$ cat src/rtl/adder5_accumulator_pkg.sv
`default_nettype none
// ============================================================================
// Module      : adder5_accumulator_pkg
// Description : Shared types and constants for the 5-bit accumulator slice.
// Revision    : 1.0 - initial release
// ============================================================================
package adder5_accumulator_pkg;

  // Width of the operand and running-total datapath
  localparam int DATA_W      = 5;
  // Default overflow-counter width
  localparam int OVF_W_DEF   = 4;
  // Default maximum operands per frame
  localparam int MAX_OPS_DEF = 16;

  // Frame controller states
  typedef enum logic [1:0] {
    ST_IDLE  = 2'd0,
    ST_ACCUM = 2'd1,
    ST_HOLD  = 2'd2
  } state_e;

endpackage : adder5_accumulator_pkg
`default_nettype wire

$ cat src/rtl/adder5_accumulator_adder.sv
`default_nettype none
// ============================================================================
// Module      : ripple_adder5
// Description : 5-bit ripple-carry adder built from a chain of full adders.
// Revision    : 1.0 - initial release
// ============================================================================
module ripple_adder5
  import adder5_accumulator_pkg::*;
(
  input  logic [DATA_W-1:0] a,
  input  logic [DATA_W-1:0] b,
  input  logic              carry_in,
  output logic              carry_out,
  output logic [DATA_W-1:0] sum
);

  // Carry chain: w_carry[i] is the carry into bit i
  logic [DATA_W:0] w_carry;

  assign w_carry[0] = carry_in;

  // One full adder per bit, carry rippling from LSB to MSB
  for (genvar gi = 0; gi < DATA_W; gi++) begin : g_fa
    assign sum[gi]       = a[gi] ^ b[gi] ^ w_carry[gi];
    assign w_carry[gi+1] = (a[gi] & b[gi]) | (w_carry[gi] & (a[gi] ^ b[gi]));
  end

  assign carry_out = w_carry[DATA_W];

endmodule : ripple_adder5
`default_nettype wire

$ cat src/rtl/adder5_accumulator.sv
`default_nettype none
// ============================================================================
// Module      : adder5_accumulator
// Description : Frames a valid/ready stream of 5-bit operands, sums each frame
//               through ripple_adder5, counts carry-out beats and presents one
//               result per frame on a second valid/ready handshake.
//               Optional macro ADDER5_SATURATE_EN: clamp the running total to
//               31 on any carry-out instead of wrapping modulo 32.
// Revision    : 1.0 - initial release
// ============================================================================
module adder5_accumulator
  import adder5_accumulator_pkg::*;
#(
  parameter int OVF_W   = OVF_W_DEF,
  parameter int MAX_OPS = MAX_OPS_DEF
) (
  input  logic                         clk,
  input  logic                         rst,
  input  logic                         in_valid,
  output logic                         in_ready,
  input  logic [DATA_W-1:0]            in_data,
  input  logic                         in_last,
  output logic                         out_valid,
  input  logic                         out_ready,
  output logic [DATA_W-1:0]            out_sum,
  output logic [OVF_W-1:0]             out_ovf_cnt,
  output logic [$clog2(MAX_OPS+1)-1:0] out_count
);

  localparam int CNT_W = $clog2(MAX_OPS+1);
  localparam logic [CNT_W-1:0]  C_MAX_OPS  = CNT_W'(MAX_OPS);
  localparam logic [OVF_W-1:0]  C_OVF_FULL = {OVF_W{1'b1}};
  localparam logic [DATA_W-1:0] C_ACC_SAT  = {DATA_W{1'b1}};

  state_e              state_q, state_d;
  logic [DATA_W-1:0]   acc_q, acc_d;
  logic [OVF_W-1:0]    ovf_q, ovf_d;
  logic [CNT_W-1:0]    cnt_q, cnt_d;
  logic                in_ready_q, in_ready_d;
  logic                out_valid_q, out_valid_d;
  logic [DATA_W-1:0]   out_sum_q, out_sum_d;
  logic [OVF_W-1:0]    out_ovf_q, out_ovf_d;
  logic [CNT_W-1:0]    out_count_q, out_count_d;

  logic [DATA_W-1:0]   w_add_sum;
  logic                w_add_carry;
  logic [DATA_W-1:0]   w_acc_new;
  logic [OVF_W-1:0]    w_ovf_new;
  logic [CNT_W-1:0]    w_cnt_inc;
  logic                w_accept;
  logic                w_close;

  // The only arithmetic instance: running total plus incoming operand
  ripple_adder5 u_adder (
    .a         (acc_q),
    .b         (in_data),
    .carry_in  (1'b0),
    .carry_out (w_add_carry),
    .sum       (w_add_sum)
  );

  assign w_accept  = in_valid && in_ready_q;
  assign w_cnt_inc = cnt_q + 1'b1;
  assign w_close   = in_last || (w_cnt_inc == C_MAX_OPS);
  assign w_ovf_new = (w_add_carry && (ovf_q != C_OVF_FULL)) ? ovf_q + 1'b1 : ovf_q;

`ifdef ADDER5_SATURATE_EN
  assign w_acc_new = w_add_carry ? C_ACC_SAT : w_add_sum;
`else
  assign w_acc_new = w_add_sum;
`endif

  // Next-state, accumulation and result-capture logic
  always_comb begin
    state_d     = state_q;
    acc_d       = acc_q;
    ovf_d       = ovf_q;
    cnt_d       = cnt_q;
    out_valid_d = out_valid_q;
    out_sum_d   = out_sum_q;
    out_ovf_d   = out_ovf_q;
    out_count_d = out_count_q;
    case (state_q)
      ST_IDLE, ST_ACCUM: begin
        if (w_accept) begin
          acc_d = w_acc_new;
          ovf_d = w_ovf_new;
          cnt_d = w_cnt_inc;
          if (w_close) begin
            state_d     = ST_HOLD;
            out_valid_d = 1'b1;
            out_sum_d   = w_acc_new;
            out_ovf_d   = w_ovf_new;
            out_count_d = w_cnt_inc;
          end else begin
            state_d = ST_ACCUM;
          end
        end
      end
      ST_HOLD: begin
        if (out_valid_q && out_ready) begin
          state_d     = ST_IDLE;
          out_valid_d = 1'b0;
          acc_d       = '0;
          ovf_d       = '0;
          cnt_d       = '0;
        end
      end
      default: state_d = ST_IDLE;
    endcase
    // Registered decode keeps out_ready off the in_ready path
    in_ready_d = (state_d != ST_HOLD);
  end

  // State and datapath registers with synchronous reset
  always_ff @(posedge clk) begin
    if (rst) begin
      state_q     <= ST_IDLE;
      acc_q       <= '0;
      ovf_q       <= '0;
      cnt_q       <= '0;
      in_ready_q  <= 1'b1;
      out_valid_q <= 1'b0;
      out_sum_q   <= '0;
      out_ovf_q   <= '0;
      out_count_q <= '0;
    end else begin
      state_q     <= state_d;
      acc_q       <= acc_d;
      ovf_q       <= ovf_d;
      cnt_q       <= cnt_d;
      in_ready_q  <= in_ready_d;
      out_valid_q <= out_valid_d;
      out_sum_q   <= out_sum_d;
      out_ovf_q   <= out_ovf_d;
      out_count_q <= out_count_d;
    end
  end

  assign in_ready    = in_ready_q;
  assign out_valid   = out_valid_q;
  assign out_sum     = out_sum_q;
  assign out_ovf_cnt = out_ovf_q;
  assign out_count   = out_count_q;

endmodule : adder5_accumulator
`default_nettype wire
$ cat config.mk
export PLATFORM = sky130hd
export DESIGN_NAME = adder5_accumulator
export DESIGN_NICKNAME = d
export VERILOG_FILES = /design/src/rtl/adder5_accumulator_pkg.sv /design/src/rtl/adder5_accumulator_adder.sv /design/src/rtl/adder5_accumulator.sv
export SDC_FILE = /design/constraint.sdc
export NUM_CORES = 1
export LEC_CHECK = 0
export CORE_UTILIZATION = 45
export DETAILED_ROUTE_END_ITERATION = 8
export DONT_BUFFER_PORTS = 1
export PLACE_DENSITY = 0.56
export SYNTH_ARGS = -nofsm -noshare
export SYNTH_HDL_FRONTEND = slang
export SYNTH_SLANG_ARGS = --single-unit
$ cat constraint.sdc
create_clock -name clk -period 5.26 [get_ports clk]
set_clock_uncertainty 0.05 [all_clocks]
set_input_delay 1.052 -clock clk [delete_from_list [all_inputs] [get_ports clk]]
set_output_delay 1.052 -clock clk [all_outputs]
set_load 0.05 [all_outputs]
==> results of run 1 <==
kinds of logic (layout without fill, tap and decap cells):
family,after synthesis,count (layout)
simple gates,58,58
compound gates,44,44
flops,32,32
buf+inv,18,19
mux,10,10
fa+ha+maj,7,7
xor+xnor,4,4
final cells by class:
type	count	area (sq um)
Clock buffer	8	58.8
Fill cell	335	1690
Inverter	10	37.5
Multi-Input combinational cell	123	842
Sequential cell	32	641
Tap cell	46	57.6
Timing Repair Buffer	1	7.51
synth_stat cells, types with 2 or more instances:
cell type,n,share of area
and2_1,2,0.0080
nand2b_1,2,0.0080
inv_1,10,0.024
fa_1,4,0.051
buf_6,2,0.014
nor2b_1,4,0.016
clkbuf_1,5,0.012
nand4b_1,2,0.011
nor2_1,20,0.048
a22oi_1,5,0.024
a21o_1,2,0.0096
o21ai_0,5,0.016
mux2i_1,7,0.045
o211ai_1,3,0.014
a211oi_1,13,0.062
xnor2_1,4,0.022
nand2_1,17,0.041
nand3_1,4,0.013
nand3b_1,3,0.014
mux2_2,2,0.014
dfxtp_1,32,0.41
a21oi_1,11,0.035
a31oi_1,2,0.0080
ha_1,3,0.024
worst reg2reg max path: cells and delay by family, from the launching register on:
| family | cells | cell delay (ns) |
|---|---|---|
| muxes | 1 | 0.25 |
| DFF | 1 | 0.34 |
| xor gates and xnor gates | 1 | 0.17 |
| buffers and inverters | 1 | 0.05 |
| and+or+nand+nor | 1 | 0.05 |
| adders and majority gates | 5 | 1.75 |
| AOI/OAI and AO/OA | 1 | 0.41 |
layer usage:
metal / GRT usage / part of all wire
met1: 0.240 / 0.45
met2: 0.322 / 0.49
met3: 0.0725 / 0.057
met4: 0.0682 / 0.0051
met5: 0 / 0
registers in the layout (all words and copies together) (netlist names):
register and count:
ovf_q 4, state_q 2, cnt_q 5, in_ready 1
out_ovf_cnt 4, out_sum 5, out_valid 1, acc_q 5
out_count 5
power by group through the flow:
stage                     Clock [mW]  Combinational [mW]  Sequential [mW]
after floorplan                    0              0.0639            0.296
after global placement             0              0.0732            0.299
after detailed placement           0              0.0754            0.300
after CTS                      0.150              0.0759            0.294
after global routing           0.163              0.0855            0.296
final                          0.143              0.0755            0.294
path summary, 6_finish.rpt:
| check | start | end | slack (ns) | cells after the start |
|---|---|---|---|---|
| worst max-delay path | in_data[0] | out_ovf_cnt[0] | 1.72 | 10 |
| worst min register to register | state_q[0] | state_q[0] | 0.43 | 2 |
| worst max register to register | acc_q[0] | out_ovf_cnt[0] | 2.09 | 10 |
| worst min-delay path | state_q[0] | state_q[0] | 0.43 | 2 |
stage by stage:
stage / hold WS, ns / instance area (sq um)
5_1_grt: 0.451 / 1640
6_report: 0.432 / 1640
4_1_cts: 0.435 / 1640
2_1_floorplan: 0.394 / 1570
3_3_place_gp: 0.402 / 1590
3_5_place_dp: 0.418 / 1590
==> impl_results.md, run 1 <==
* Final setup viols at 0
* Final instance count without filler cells at between 200 and 250
* Core area at around 3300 sq um
* Async set-reset flop share out of synthesis at 0
* # Post-CTS Setup Buffers at 0
* RD Place Congestion at 0.747
* Final setup TNS at 0 ns
* Worst vdd ir at roughly 0.16 mV
* Layout cells sized above 1 at 0.0805
* Cell leakage power at 0.600 nW
* Synth Area in Adders at 0.0751
* Worst Tran Pin Value at 0.592 ns
* Clock power share at 0.280
* CP bufs+invs at 1
* Simple-gate share of the synthesized area at 0.181
* IO Count at 26
* Aggregate routed wire length at about 3200 um
* First-pass GRT wire length at just over 5000 um
* CP max-delay cell: fa_1
* Syn_nets at 190
* CTS tree: yes
* Initial antenna violation count at 0
* Mux contribution to synthesized area at 0.0687
* Remaining global-route overflow at 0
* RSZ-0062 raised after global routing: false
* Hold buffer count at cts at 0
* Fin crit period at 3.54 ns
* Final number of hold-violating endpoints at 0
* Most used DFF post-synth: dfxtp_1
* # clock sinks at 32
* Crit path cell chain: ha_1 -> inv_1 -> fa_1 -> fa_1 -> fa_1 -> fa_1 -> a31oi_1 -> xnor2_1 -> nor2_1 -> mux2_2
* Antenna diodes at 0
* PnR worst setup slack at 1.72 ns
* Synth Area in XOR/XNOR at 0.0224
* Slew headroom at 0.605
* Die Width at slightly above 60 um
* Worst-path clk slew at 0.09 ns
* Largest net degree at the start of global routing at 31
* Final Power at 513 uW
* Fmax at 0.283 GHz
* Power Internal at 355 uW
* Net Switching at between 150 and 200 uW
* Detailed Route Iter0 Violations at 40
* CP most frequent cell: fa_1
* Die area at between 3000 and 4000 sq um
* Sequential cell area fraction in the yosys report at 0.409
* Worst min path class: flip-flop to flip-flop
* WL/cell at 14.3 um
* Clk buf depth at 2
* DR vias/cell at 5.53
* Std-Cell Rows at 21
* TritonCTS Buffers at 5
* PD cells at 312 nW/um^2
* CP startpoint kind: input port
* Max H-tree Level at 2
* Switching share of power at 0.309
* Initial Util at 0.469
* Drt first pass iters at 4
* Combinational share of power at 0.147
* # resized after CTS at 0
* Status: completed
* Detailed Place HPWL at 2240 um
* Die height at 61 um
* Placed Cells incl. Taps at 212
* Total GRT Usage at 0.197
* CP Max Fanout at 5
* Critical Path AT at 3.70 ns
* Critical path's largest stage delay at 0.43 ns
* Max Slew Vio Count at 0
* Largest family of logic cells by synthesized area: compound AO/OA/AOI/OAI gates
* Post-layout util at 0.493
* Crit Path Category: input port to flip-flop
* Setup crit end kind: flip-flop
* Delay-heaviest family, CP: adder cells
* Synthesized flop and latch total at 32
* Clock Latency Late Sink at 0.32 ns
* Reg power frac at 0.573
* Number of library cell types mapped by synthesis at 33
* Root buf cell: clkbuf_4
* Complex-gate fraction of the synthesized area at 0.190
* Vias in the first global route at between 1,000 and 1,500
* Routed Antenna Nets at 0
* Number of synthesized flops with an enable pin at 0
* Via count at 1,216
* Cells after Synth at 173
* Area grow syn2layout at 4.95%
* IO buf count at 0
* Fin nets at between 150 and 200
* Yosys warns at 0
* Post-synth design cell area at 1570 sq um
* Post-Place Worst Slack at 1.40 ns
* Syn_area_per_cell at 9.05 sq um
* Max cap viols at 0
* Commonest non-fill, non-tap cells in the layout: dfxtp_1 (32), nor2_1 (20), nand2_1 (17)
* Commonest non-fill, non-tap cell in the layout: dfxtp_1
* Drc violations at 0
* Post-route clock period utilization at 0.672
* Worst Path Required at roughly 5.4 ns
(Power assumes the default switching activity.)
==> run 2: changes to the inputs <==
PLACE_DENSITY = 0.58   (was 0.56)
clock period = 3 ns   (was 5.26 ns; I/O delays follow)
==> run 2 against run 1 <==
  * Setup slack worse by 1.6 ns
  * Global-route usage is 0.53 points lower
  * Sequential share of layout area decreased by 1.8 points
  * First-iteration DRC count is 55% higher
  * Clock power rose by 120%
  * Non-clock buffer count increased by 3
  * Critical path depth did not move
  * Sequential power up 74%
==> impl_results.md, run 2 (synthesized netlist as in run 1, its figures left out) <==
* Die area at approximately 3700 sq um
* Die height at 61 um
* Remaining global-route overflow at 0
* Core area at 3340 sq um
* Aggregate routed wire length at 3140 um
* # clock sinks at 32
* Initial antenna violation count at 0
* Status: completed
* Std-Cell Rows at 21
* Crit Path Category: flip-flop to flip-flop
* Antenna diodes at 0
* Worst Tran Pin Value at 0.592 ns
* PnR worst setup slack at 0.135 ns
* Largest net degree at the start of global routing at 31
* Vias in the first global route at roughly 1,100
* DR vias/cell at approximately 5.5
* Total GRT Usage at 0.192
* Root buf cell: clkbuf_4
* Die Width at 61 um
* Drt first pass iters at 4
* Via count at 1,221
* Max cap viols at 0
* Reg power frac at 0.522
* Hold buffer count at cts at 0
* Routed Antenna Nets at 0
* Combinational share of power at 0.153
* Max H-tree Level at 2
* Initial Util at 0.469
* Worst Path Required at between 3 and 4 ns
* Detailed Place HPWL at 2270 um
* Max Slew Vio Count at 0
* Worst vdd ir at 0.294 mV
* Post-Place Worst Slack at -0.122 ns
* Critical Path AT at between 3 and 4 ns
* CTS tree: yes
* Multi-input logic area at 883 sq um
* Area grow syn2layout at 10.2%
* Final setup viols at 0
* Power Internal at ~700 uW
* First-pass GRT wire length at 4980 um
* Net Switching at 287 uW
* Commonest non-fill, non-tap cell in the layout: dfxtp_1
* Worst min path class: input port to flip-flop
* Worst-path clk slew at 0.10 ns
* Setup crit end kind: flip-flop
* Fmax at 0.349 GHz
* WL/cell at approximately 14 um
* PD cells at 567 nW/um^2
* Post-route clock period utilization at 0.955
* IO Count at 26
* FF+latch area at 642 sq um
* Detailed Route Iter0 Violations at between 60 and 70
* Final number of hold-violating endpoints at 0
* Commonest non-fill, non-tap cells in the layout: dfxtp_1 (31), nor2_1 (20), nand2_1 (17)
* Fill cell count at between 300 and 400
* CP startpoint kind: flip-flop
* Cell leakage power at 0.628 nW
* TritonCTS Buffers at 5
* Drc violations at 0
* Clock power share at 0.325
* Fin nets at 193
* Slew headroom at 0.605
* # Post-CTS Setup Buffers at 0
* Fin crit period at 2.87 ns
* RSZ-0062 raised after global routing: false
* Final setup TNS at 0 ns
* Clk buf depth at 2
* IO buf count at 0
* Layout cells sized above 1 at 0.147
* Clock Latency Late Sink at 0.33 ns
* Switching share of power at 0.293
* RD Place Congestion at slightly below 0.8
* CP Max Fanout at 3
run 2: what timing repair did:
item                                    4_1_cts  5_1_grt
gates resized for setup                       0        1
endpoints found under the hold margin         0        0
endpoints found under the setup margin        0        1
run 2: path summary, 6_finish.rpt:
check        depth (start not counted)       start         end  slack (ns)
max                                 10    acc_q[0]    ovf_q[3]        0.13
min                                  1         rst    acc_q[0]        0.28
max reg2reg                         10    acc_q[0]    ovf_q[3]        0.13
min reg2reg                          2  state_q[0]  state_q[0]        0.43
run 2: metal layers:
layer | vias up | track usage | part of all wire
met5 | - | 0 | 0
met4 | 0 | 0.0682 | 0.012
met3 | 4 | 0.0640 | 0.040
met2 | 23 | 0.319 | 0.50
met1 | 584 | 0.232 | 0.45
li1 | 610 | - | -
run 2: power groups by stage:
stage	Sequential (mW)	Combinational [mW]	Clock (mW)
4_1_cts	0.511	0.151	0.330
3_3_place_gp	0.520	0.146	0
6_report	0.511	0.150	0.318
3_5_place_dp	0.521	0.151	0
5_1_grt	0.515	0.168	0.351
2_1_floorplan	0.520	0.119	0
run 2: area by class of cell:
type | instances | area share
Inverter | 10 | 0.0217
Multi-Input combinational cell | 123 | 0.512
Clock buffer | 6 | 0.0239
Clock inverter | 2 | 0.0203
Tap cell | 46 | 0.0333
Timing Repair Buffer | 4 | 0.0174
Sequential cell | 32 | 0.372
run 2: metrics by stage:
stage	hold slack (ns)	utilization	std cells	power [mW]	instance area [sq um]
3_3_place_gp	0.401	0.494	215	0.666	1650
4_1_cts	0.260	0.517	223	0.992	1730
3_5_place_dp	0.421	0.494	215	0.671	1650
5_1_grt	0.254	0.517	223	1.03	1730
2_1_floorplan	0.394	-	173	0.640	1610
6_report	0.281	0.517	223	0.978	1730
run 2: worst max-delay path: stages, from the launching register on:
cell and delay, ns:
dfxtp_2 0.36, ha_4 0.12, inv_2 0.03, fa_2 0.33, fa_2 0.36, fa_2 0.36
fa_2 0.41, nand4b_1 0.21, mux2_4 0.33, a22oi_1 0.15, nor2_1 0.05
